==> src/rtl/renkon_layer_sched_if.sv <==
// Host/core-facing bundle of the renkon layer scheduler: launch controls,
// descriptor writes, the req/ack handshake and the per-layer parameters.
interface renkon_layer_sched_if #(
    parameter int LWIDTH         = 10,
    parameter int IMGSIZE        = 12,
    parameter int RENKON_NETSIZE = 11,
    parameter int MAXLAYER       = 8
);
    localparam int LIW = $clog2(MAXLAYER);
    localparam int CW  = LIW + 1;

    logic                      start;
    logic [CW-1:0]             num_layers;
    logic [IMGSIZE-1:0]        img_base_a;
    logic [IMGSIZE-1:0]        img_base_b;
    logic                      cfg_we;
    logic [LIW-1:0]            cfg_layer;
    logic [2:0]                cfg_field;
    logic [15:0]               cfg_wdata;
    logic                      ack;
    logic                      req;
    logic [LWIDTH-1:0]         total_out;
    logic [LWIDTH-1:0]         total_in;
    logic [LWIDTH-1:0]         img_size;
    logic [LWIDTH-1:0]         conv_size;
    logic [LWIDTH-1:0]         conv_pad;
    logic [LWIDTH-1:0]         pool_size;
    logic [RENKON_NETSIZE-1:0] net_offset;
    logic [IMGSIZE-1:0]        in_offset;
    logic [IMGSIZE-1:0]        out_offset;
    logic                      busy;
    logic                      done;
    logic [LIW-1:0]            layer_idx;

    modport master (
        output start, num_layers, img_base_a, img_base_b,
               cfg_we, cfg_layer, cfg_field, cfg_wdata, ack,
        input  req, total_out, total_in, img_size, conv_size, conv_pad,
               pool_size, net_offset, in_offset, out_offset, busy, done, layer_idx
    );

    modport slave (
        input  start, num_layers, img_base_a, img_base_b,
               cfg_we, cfg_layer, cfg_field, cfg_wdata, ack,
        output req, total_out, total_in, img_size, conv_size, conv_pad,
               pool_size, net_offset, in_offset, out_offset, busy, done, layer_idx
    );
endinterface

==> src/rtl/renkon_layer_sched.sv <==
// Walks a descriptor table layer by layer, driving one req per layer to the
// renkon core and ping-ponging the image buffers between layers.
//
// state  | meaning
// IDLE   | waiting for start; descriptor table writable
// LOAD   | latch descriptor[layer_idx] and buffer offsets onto the outputs
// REQ    | one-cycle req pulse to the core
// WAIT   | waiting for the core's ack
// NEXT   | advance to the next layer or finish
module renkon_layer_sched #(
    parameter int LWIDTH         = 10,
    parameter int IMGSIZE        = 12,
    parameter int RENKON_NETSIZE = 11,
    parameter int MAXLAYER       = 8
) (
    input logic                 clk,
    input logic                 xrst,
    renkon_layer_sched_if.slave bus
);
    localparam int LIW = $clog2(MAXLAYER);
    localparam int CW  = LIW + 1;

    typedef enum logic [2:0] {S_IDLE, S_LOAD, S_REQ, S_WAIT, S_NEXT} state_t;

    state_t                    state_q, state_d;
    logic [LIW-1:0]            layer_idx_q, layer_idx_d;
    logic [CW-1:0]             count_q, count_d;
    logic [IMGSIZE-1:0]        base_a_q, base_a_d, base_b_q, base_b_d;
    logic                      busy_q, busy_d, done_q, done_d;
    logic [LWIDTH-1:0]         tout_q, tout_d, tin_q, tin_d, isz_q, isz_d;
    logic [LWIDTH-1:0]         csz_q, csz_d, cpad_q, cpad_d, psz_q, psz_d;
    logic [RENKON_NETSIZE-1:0] noff_q, noff_d;
    logic [IMGSIZE-1:0]        ioff_q, ioff_d, ooff_q, ooff_d;

    logic [LWIDTH-1:0]         tab_tout_q [MAXLAYER];
    logic [LWIDTH-1:0]         tab_tin_q  [MAXLAYER];
    logic [LWIDTH-1:0]         tab_isz_q  [MAXLAYER];
    logic [LWIDTH-1:0]         tab_csz_q  [MAXLAYER];
    logic [LWIDTH-1:0]         tab_cpad_q [MAXLAYER];
    logic [LWIDTH-1:0]         tab_psz_q  [MAXLAYER];
    logic [RENKON_NETSIZE-1:0] tab_noff_q [MAXLAYER];

    logic [CW-1:0] nsat_w;
    logic          last_w;

    assign nsat_w = (bus.num_layers > CW'(MAXLAYER)) ? CW'(MAXLAYER) : bus.num_layers;
    assign last_w = ({1'b0, layer_idx_q} == (count_q - CW'(1)));

    // Table is frozen outside IDLE; a write alongside start lands before LOAD reads it.
    always_ff @(posedge clk or negedge xrst) begin
        if (!xrst) begin
            for (int i = 0; i < MAXLAYER; i++) begin
                tab_tout_q[i] <= '0;
                tab_tin_q[i]  <= '0;
                tab_isz_q[i]  <= '0;
                tab_csz_q[i]  <= '0;
                tab_cpad_q[i] <= '0;
                tab_psz_q[i]  <= '0;
                tab_noff_q[i] <= '0;
            end
        end else if (bus.cfg_we && (state_q == S_IDLE)) begin
            case (bus.cfg_field)
                3'd0: tab_tout_q[bus.cfg_layer] <= bus.cfg_wdata[LWIDTH-1:0];
                3'd1: tab_tin_q[bus.cfg_layer]  <= bus.cfg_wdata[LWIDTH-1:0];
                3'd2: tab_isz_q[bus.cfg_layer]  <= bus.cfg_wdata[LWIDTH-1:0];
                3'd3: tab_csz_q[bus.cfg_layer]  <= bus.cfg_wdata[LWIDTH-1:0];
                3'd4: tab_cpad_q[bus.cfg_layer] <= bus.cfg_wdata[LWIDTH-1:0];
                3'd5: tab_psz_q[bus.cfg_layer]  <= bus.cfg_wdata[LWIDTH-1:0];
                3'd6: tab_noff_q[bus.cfg_layer] <= bus.cfg_wdata[RENKON_NETSIZE-1:0];
                default: ;
            endcase
        end
    end

    always_ff @(posedge clk or negedge xrst) begin
        if (!xrst) begin
            state_q     <= S_IDLE;
            layer_idx_q <= '0;
            count_q     <= '0;
            base_a_q    <= '0;
            base_b_q    <= '0;
            busy_q      <= 1'b0;
            done_q      <= 1'b0;
            tout_q      <= '0;
            tin_q       <= '0;
            isz_q       <= '0;
            csz_q       <= '0;
            cpad_q      <= '0;
            psz_q       <= '0;
            noff_q      <= '0;
            ioff_q      <= '0;
            ooff_q      <= '0;
        end else begin
            state_q     <= state_d;
            layer_idx_q <= layer_idx_d;
            count_q     <= count_d;
            base_a_q    <= base_a_d;
            base_b_q    <= base_b_d;
            busy_q      <= busy_d;
            done_q      <= done_d;
            tout_q      <= tout_d;
            tin_q       <= tin_d;
            isz_q       <= isz_d;
            csz_q       <= csz_d;
            cpad_q      <= cpad_d;
            psz_q       <= psz_d;
            noff_q      <= noff_d;
            ioff_q      <= ioff_d;
            ooff_q      <= ooff_d;
        end
    end

    always_comb begin
        state_d     = state_q;
        layer_idx_d = layer_idx_q;
        count_d     = count_q;
        base_a_d    = base_a_q;
        base_b_d    = base_b_q;
        busy_d      = busy_q;
        done_d      = 1'b0;
        tout_d      = tout_q;
        tin_d       = tin_q;
        isz_d       = isz_q;
        csz_d       = csz_q;
        cpad_d      = cpad_q;
        psz_d       = psz_q;
        noff_d      = noff_q;
        ioff_d      = ioff_q;
        ooff_d      = ooff_q;
        case (state_q)
            S_IDLE: begin
                if (bus.start) begin
                    if (nsat_w == '0) begin
                        done_d = 1'b1;
                    end else begin
                        state_d     = S_LOAD;
                        busy_d      = 1'b1;
                        layer_idx_d = '0;
                        count_d     = nsat_w;
                        base_a_d    = bus.img_base_a;
                        base_b_d    = bus.img_base_b;
                    end
                end
            end
            S_LOAD: begin
                tout_d  = tab_tout_q[layer_idx_q];
                tin_d   = tab_tin_q[layer_idx_q];
                isz_d   = tab_isz_q[layer_idx_q];
                csz_d   = tab_csz_q[layer_idx_q];
                cpad_d  = tab_cpad_q[layer_idx_q];
                psz_d   = tab_psz_q[layer_idx_q];
                noff_d  = tab_noff_q[layer_idx_q];
                ioff_d  = layer_idx_q[0] ? base_b_q : base_a_q;
                ooff_d  = layer_idx_q[0] ? base_a_q : base_b_q;
                state_d = S_REQ;
            end
            S_REQ: state_d = S_WAIT;
            S_WAIT: begin
                // Final ack drops busy and raises done together so NEXT shows done alone.
                if (bus.ack) begin
                    state_d = S_NEXT;
                    if (last_w) begin
                        busy_d = 1'b0;
                        done_d = 1'b1;
                    end
                end
            end
            S_NEXT: begin
                if (last_w) begin
                    state_d = S_IDLE;
                end else begin
                    layer_idx_d = layer_idx_q + LIW'(1);
                    state_d     = S_LOAD;
                end
            end
            default: state_d = S_IDLE;
        endcase
    end

    assign bus.req        = (state_q == S_REQ);
    assign bus.busy       = busy_q;
    assign bus.done       = done_q;
    assign bus.layer_idx  = layer_idx_q;
    assign bus.total_out  = tout_q;
    assign bus.total_in   = tin_q;
    assign bus.img_size   = isz_q;
    assign bus.conv_size  = csz_q;
    assign bus.conv_pad   = cpad_q;
    assign bus.pool_size  = psz_q;
    assign bus.net_offset = noff_q;
    assign bus.in_offset  = ioff_q;
    assign bus.out_offset = ooff_q;
endmodule

==> src/flat_wrapper.sv <==
// flat-port wrapper written by rule: the top's interface ports become plain ports
module renkon_layer_sched_flat 
#(
    parameter int LWIDTH         = 10,
    parameter int IMGSIZE        = 12,
    parameter int RENKON_NETSIZE = 11,
    parameter int MAXLAYER       = 8
)
  (clk, xrst, bus_start, bus_num_layers, bus_img_base_a, bus_img_base_b, bus_cfg_we, bus_cfg_layer, bus_cfg_field, bus_cfg_wdata, bus_ack, bus_req, bus_total_out, bus_total_in, bus_img_size, bus_conv_size, bus_conv_pad, bus_pool_size, bus_net_offset, bus_in_offset, bus_out_offset, bus_busy, bus_done, bus_layer_idx);
  renkon_layer_sched_if #(.LWIDTH(LWIDTH), .IMGSIZE(IMGSIZE), .RENKON_NETSIZE(RENKON_NETSIZE), .MAXLAYER(MAXLAYER)) bus_i ();
  input logic clk;
  input logic xrst;
  input wire logic [$bits(bus_i.start)-1:0] bus_start;
  input wire logic [$bits(bus_i.num_layers)-1:0] bus_num_layers;
  input wire logic [$bits(bus_i.img_base_a)-1:0] bus_img_base_a;
  input wire logic [$bits(bus_i.img_base_b)-1:0] bus_img_base_b;
  input wire logic [$bits(bus_i.cfg_we)-1:0] bus_cfg_we;
  input wire logic [$bits(bus_i.cfg_layer)-1:0] bus_cfg_layer;
  input wire logic [$bits(bus_i.cfg_field)-1:0] bus_cfg_field;
  input wire logic [$bits(bus_i.cfg_wdata)-1:0] bus_cfg_wdata;
  input wire logic [$bits(bus_i.ack)-1:0] bus_ack;
  output wire logic [$bits(bus_i.req)-1:0] bus_req;
  output wire logic [$bits(bus_i.total_out)-1:0] bus_total_out;
  output wire logic [$bits(bus_i.total_in)-1:0] bus_total_in;
  output wire logic [$bits(bus_i.img_size)-1:0] bus_img_size;
  output wire logic [$bits(bus_i.conv_size)-1:0] bus_conv_size;
  output wire logic [$bits(bus_i.conv_pad)-1:0] bus_conv_pad;
  output wire logic [$bits(bus_i.pool_size)-1:0] bus_pool_size;
  output wire logic [$bits(bus_i.net_offset)-1:0] bus_net_offset;
  output wire logic [$bits(bus_i.in_offset)-1:0] bus_in_offset;
  output wire logic [$bits(bus_i.out_offset)-1:0] bus_out_offset;
  output wire logic [$bits(bus_i.busy)-1:0] bus_busy;
  output wire logic [$bits(bus_i.done)-1:0] bus_done;
  output wire logic [$bits(bus_i.layer_idx)-1:0] bus_layer_idx;
  assign bus_i.start = bus_start;
  assign bus_i.num_layers = bus_num_layers;
  assign bus_i.img_base_a = bus_img_base_a;
  assign bus_i.img_base_b = bus_img_base_b;
  assign bus_i.cfg_we = bus_cfg_we;
  assign bus_i.cfg_layer = bus_cfg_layer;
  assign bus_i.cfg_field = bus_cfg_field;
  assign bus_i.cfg_wdata = bus_cfg_wdata;
  assign bus_i.ack = bus_ack;
  assign bus_req = bus_i.req;
  assign bus_total_out = bus_i.total_out;
  assign bus_total_in = bus_i.total_in;
  assign bus_img_size = bus_i.img_size;
  assign bus_conv_size = bus_i.conv_size;
  assign bus_conv_pad = bus_i.conv_pad;
  assign bus_pool_size = bus_i.pool_size;
  assign bus_net_offset = bus_i.net_offset;
  assign bus_in_offset = bus_i.in_offset;
  assign bus_out_offset = bus_i.out_offset;
  assign bus_busy = bus_i.busy;
  assign bus_done = bus_i.done;
  assign bus_layer_idx = bus_i.layer_idx;
  renkon_layer_sched #(.LWIDTH(LWIDTH), .IMGSIZE(IMGSIZE), .RENKON_NETSIZE(RENKON_NETSIZE), .MAXLAYER(MAXLAYER)) u_core (.clk(clk), .xrst(xrst), .bus(bus_i));
endmodule
==> config.mk <==
export PLATFORM = sky130hd
export DESIGN_NAME = renkon_layer_sched_flat
export DESIGN_NICKNAME = d
export VERILOG_FILES = /design/src/rtl/renkon_layer_sched_if.sv /design/src/rtl/renkon_layer_sched.sv /design/src/flat_wrapper.sv
export SDC_FILE = /design/constraint.sdc
export NUM_CORES = 1
export LEC_CHECK = 0
export BUFFER_PORTS_ARGS = -buffer_cell sky130_fd_sc_hd__buf_2
export CAP_MARGIN = 20
export CORE_UTILIZATION = 57
export DETAILED_ROUTE_END_ITERATION = 12
export PLACE_DENSITY = 0.75
export SKIP_CTS_REPAIR_TIMING = 1
export SLEW_MARGIN = 20
export SYNTH_ARGS = -nofsm -noshare
export SYNTH_HDL_FRONTEND = slang
export SYNTH_SLANG_ARGS = --single-unit
==> constraint.sdc <==
create_clock -name clk -period 3.2 [get_ports clk]
set_clock_uncertainty 0.2 [all_clocks]
set_input_delay 0.32 -clock clk [delete_from_list [all_inputs] [get_ports clk]]
set_output_delay 0.32 -clock clk [all_outputs]
set_load 0.03 [all_outputs]
==> metrics.md <==
| Metric | Value |
|---|---|
| CTS tree | built |
| Max cap viols | 0 |
| Overall Global Routing Usage | 25.0% |
| Setup Viol. Count Final | 0 |
| RePlAce Congestion | 0.774 |
| Post-synth EDFFs | 0 |
| Most common cell in the netlist | dfrtp_1 |
| Reg2Reg Depth | 4 |
| Die width | 235 um |
| DP HPWL | 40700 um |
| Fmax | 338 MHz |
| Critical path fanouts, max | 41 |
| Antenna Nets Post-Route | 0 |
| Yosys top cell area share | 56.4% |
| Total number of vias | 17500 |
| Multi-input logic area | 12900 um^2 |
| Overflow left after global routing | 0 |
| Post-synthesis instance total | 2004 |
| Pin count of the biggest net entering global routing | 101 |
| Number of global-route vias before repair | 18700 |
| Synth top area cells | dfrtp_1 56%, mux2_2 21%, mux4_2 10%, mux2i_1 3.2%, a21oi_1 1.5% |
| Reg-to-reg endpoint | u_core.tab_tin_q[36] |
| Cells after DPL | 2774 |
| Slew headroom | 25.6% |
| Max IR drop VDD | 0.000564 V |
| Fill cell count | 3672 |
| Worst slew pin tran | 1.12 ns |
| Synth Area in Adders | 0.0807% |
| Worst skew pair latency | 0.60 ns |
| Most used DFF post-synth | dfrtp_1 |
| Setup TNS | 0 ns |
| Final wirelength | 66900 um |
| R2R Setup Slk | 0.32 ns |
| Fin. max-slew vios | 0 |
| Critical path class | reg -> out |
| Post-synthesis cell area | 31000 um^2 |
| Area Overhead vs Synth | 15.6% |
| Clock slew at reported path FFs | 0.06 ns |
| Yosys reg bits | 699 |
| Crit start category | register |
| Die area | 55300 um^2 |
| Mux share of post-synthesis cell area | 35.2% |
| Leak | 17.3 nW |
| CP top delay family | buffers and inverters |
| Fin nets | 2248 |
| Initial drt markers | 1007 |
| Synth area leader | dfrtp_1 |
| Simple-gate area share of the yosys netlist | 4.27% |
| Residual DRC | 0 |
| Reg area | 17500 um^2 |
| Core area | 53800 um^2 |
| N_diodes | 0 |
| Ratio of cells with drive above 1 in the final layout | 49.6% |
| Synth Area in Compound Gates | 1.76% |
| Clock sink total | 699 |
| Final Cycle Share | 92.5% |
| Power Density | 770 nW/um^2 |
| Post-layout min period | 2.96 ns |
| Die Span Y | 235 um |
| Initial Utilization | 57.6% |
| Fin. Hold Viols | 0 |
| Syn avg cell area | 15.5 um^2 |
| Via density | 5.95 |
| Drt pass-1 iters | 7 |
| # IOs | 156 |
| Worst path cell trace | buf_12 > buf_4 > buf_2 |
| Cts bufs inserted | 75 |
| Final Instance Count excl. Fillers | 2947 |
| Post-synth top cells | 699 x dfrtp_1, 566 x mux2_2, 142 x mux4_2 |
| CP bufs+invs | 3 |
| Library cells used by synthesis | 44 |
| WL per Instance | 22.7 um |
| Seq/Total Area, Yosys | 56.4% |
| First-pass GRT wire length | 108000 um |
| Synth Area in XOR/XNOR | 0.190% |
| Req. time, crit path | 2.68 ns |
| Slowest-stage cell, CP | dfrtp_4 |
| Syn nets | 2061 |
| WP data arrival | 2.44 ns |
| Warnings from Yosys | 0 |
| Rows | 85 |
| Root Buffer | clkbuf_16 |
| PortBufs | 150 |
| Initial antenna violation count | 4 |
| Clk buf depth | 3 |
| Largest family of logic cells by synthesized area | multiplexers |
| Element type at the critical path end | output port |
| Tightest Hold Check Type | in -> async |
| Outcome | complete, no violations |
| Largest stage delay on the critical path | 0.67 ns |
| Ys async rst share | 100% |
| FF-to-FF Start | u_core.state_q[1] |
| RSZ-0062 raised after global routing | false |
| H-Tree Level Count | 3 |
## power breakdown
group,internal [mW],switching [mW]
clock network,5.59,3.48
logic,2.96,4.16
registers,10.4,0.946
total,19.0,8.59
## worst max path at each step
stage               cells past startpoint                    start                   end  slack [ns]
global placement                        4        u_core.state_q[1]  u_core.tab_isz_q[53]        0.37
CTS                                     3  u_core.bus.layer_idx[0]      bus_layer_idx[0]        0.16
detailed placement                      4        u_core.state_q[1]   u_core.tab_isz_q[3]        0.34
finish                                  3  u_core.bus.layer_idx[0]      bus_layer_idx[0]        0.24
global route                            3  u_core.bus.layer_idx[0]      bus_layer_idx[0]        0.11
floorplan                               6        u_core.state_q[1]   u_core.tab_tin_q[0]        0.62
## per-stage QoR
stage          cell area [um^2]  utilization [%]  setup slack (ns)  hold WS [ns]  total power [mW]
3_5_place_dp              32800             61.0             0.341         0.191              18.6
6_report                  35800             66.6             0.239         0.119              27.6
2_1_floorplan             31000                -             0.615        -0.176              16.4
5_1_grt                   35800             66.6             0.113         0.140              28.9
4_1_cts                   35500             65.9             0.165        -0.454              27.8
3_3_place_gp              32800             61.0             0.374         0.180              18.4
## cell type report
| class | count | share of cell area, % |
|---|---|---|
| sequential | 699 | 48.8 |
| multi-input combinational | 1149 | 35.9 |
| clock buffer | 116 | 6.52 |
| timing repair buffer | 261 | 5.44 |
| tap | 696 | 2.43 |
| clock inverter | 21 | 0.792 |
| inverter | 5 | 0.0524 |
## logic make-up after synthesis
logic type                 after synthesis
muxes                                  832
DFF                                    699
and+or+nand+nor                        205
buffers and inverters                  156
AOI/OAI and AO/OA                      105
xor gates and xnor gates                 5
adders and majority gates                2
## state kept, by name, indices dropped and copies added (netlist names), 80 cells and up
register,flops
u_core.tab_isz_q,80
u_core.tab_tout_q,80
u_core.tab_psz_q,80
u_core.tab_tin_q,80
u_core.tab_csz_q,80
u_core.tab_noff_q,88
u_core.tab_cpad_q,80
## cells in the final DEF, fill, tap and decap left out, drive strengths merged, types with 3 or more instances in the layout
| cell type | Yosys | routed |
|---|---|---|
| and4b | 3 | 3 |
| dlygate4sd3 | 0 | 34 |
| clkinv | 0 | 14 |
| mux2 | 592 | 592 |
| xnor2 | 4 | 4 |
| nand2 | 35 | 35 |
| nor3 | 6 | 6 |
| a21oi | 96 | 96 |
| mux4 | 142 | 142 |
| dfrtp | 699 | 699 |
| nand3 | 3 | 3 |
| nor2 | 133 | 133 |
| mux2i | 98 | 98 |
| inv | 5 | 5 |
| clkbuf | 114 | 116 |
| or4b | 3 | 3 |
| nand3b | 4 | 4 |
| nor4b | 3 | 3 |
| buf | 37 | 227 |
| bufinv | 0 | 7 |
## routing by layer
metal	vias to the layer above	part of all wire (%)	wire, um	GRT usage [%]
met5	-	0.040	27	0
met4	4	1.9	1280	7.35
met3	94	4.2	2840	4.17
met2	329	50	33200	40.8
li1	7723	-	-	-
met1	9399	44	29600	34.8
Power figures use the tool's default switching activity.
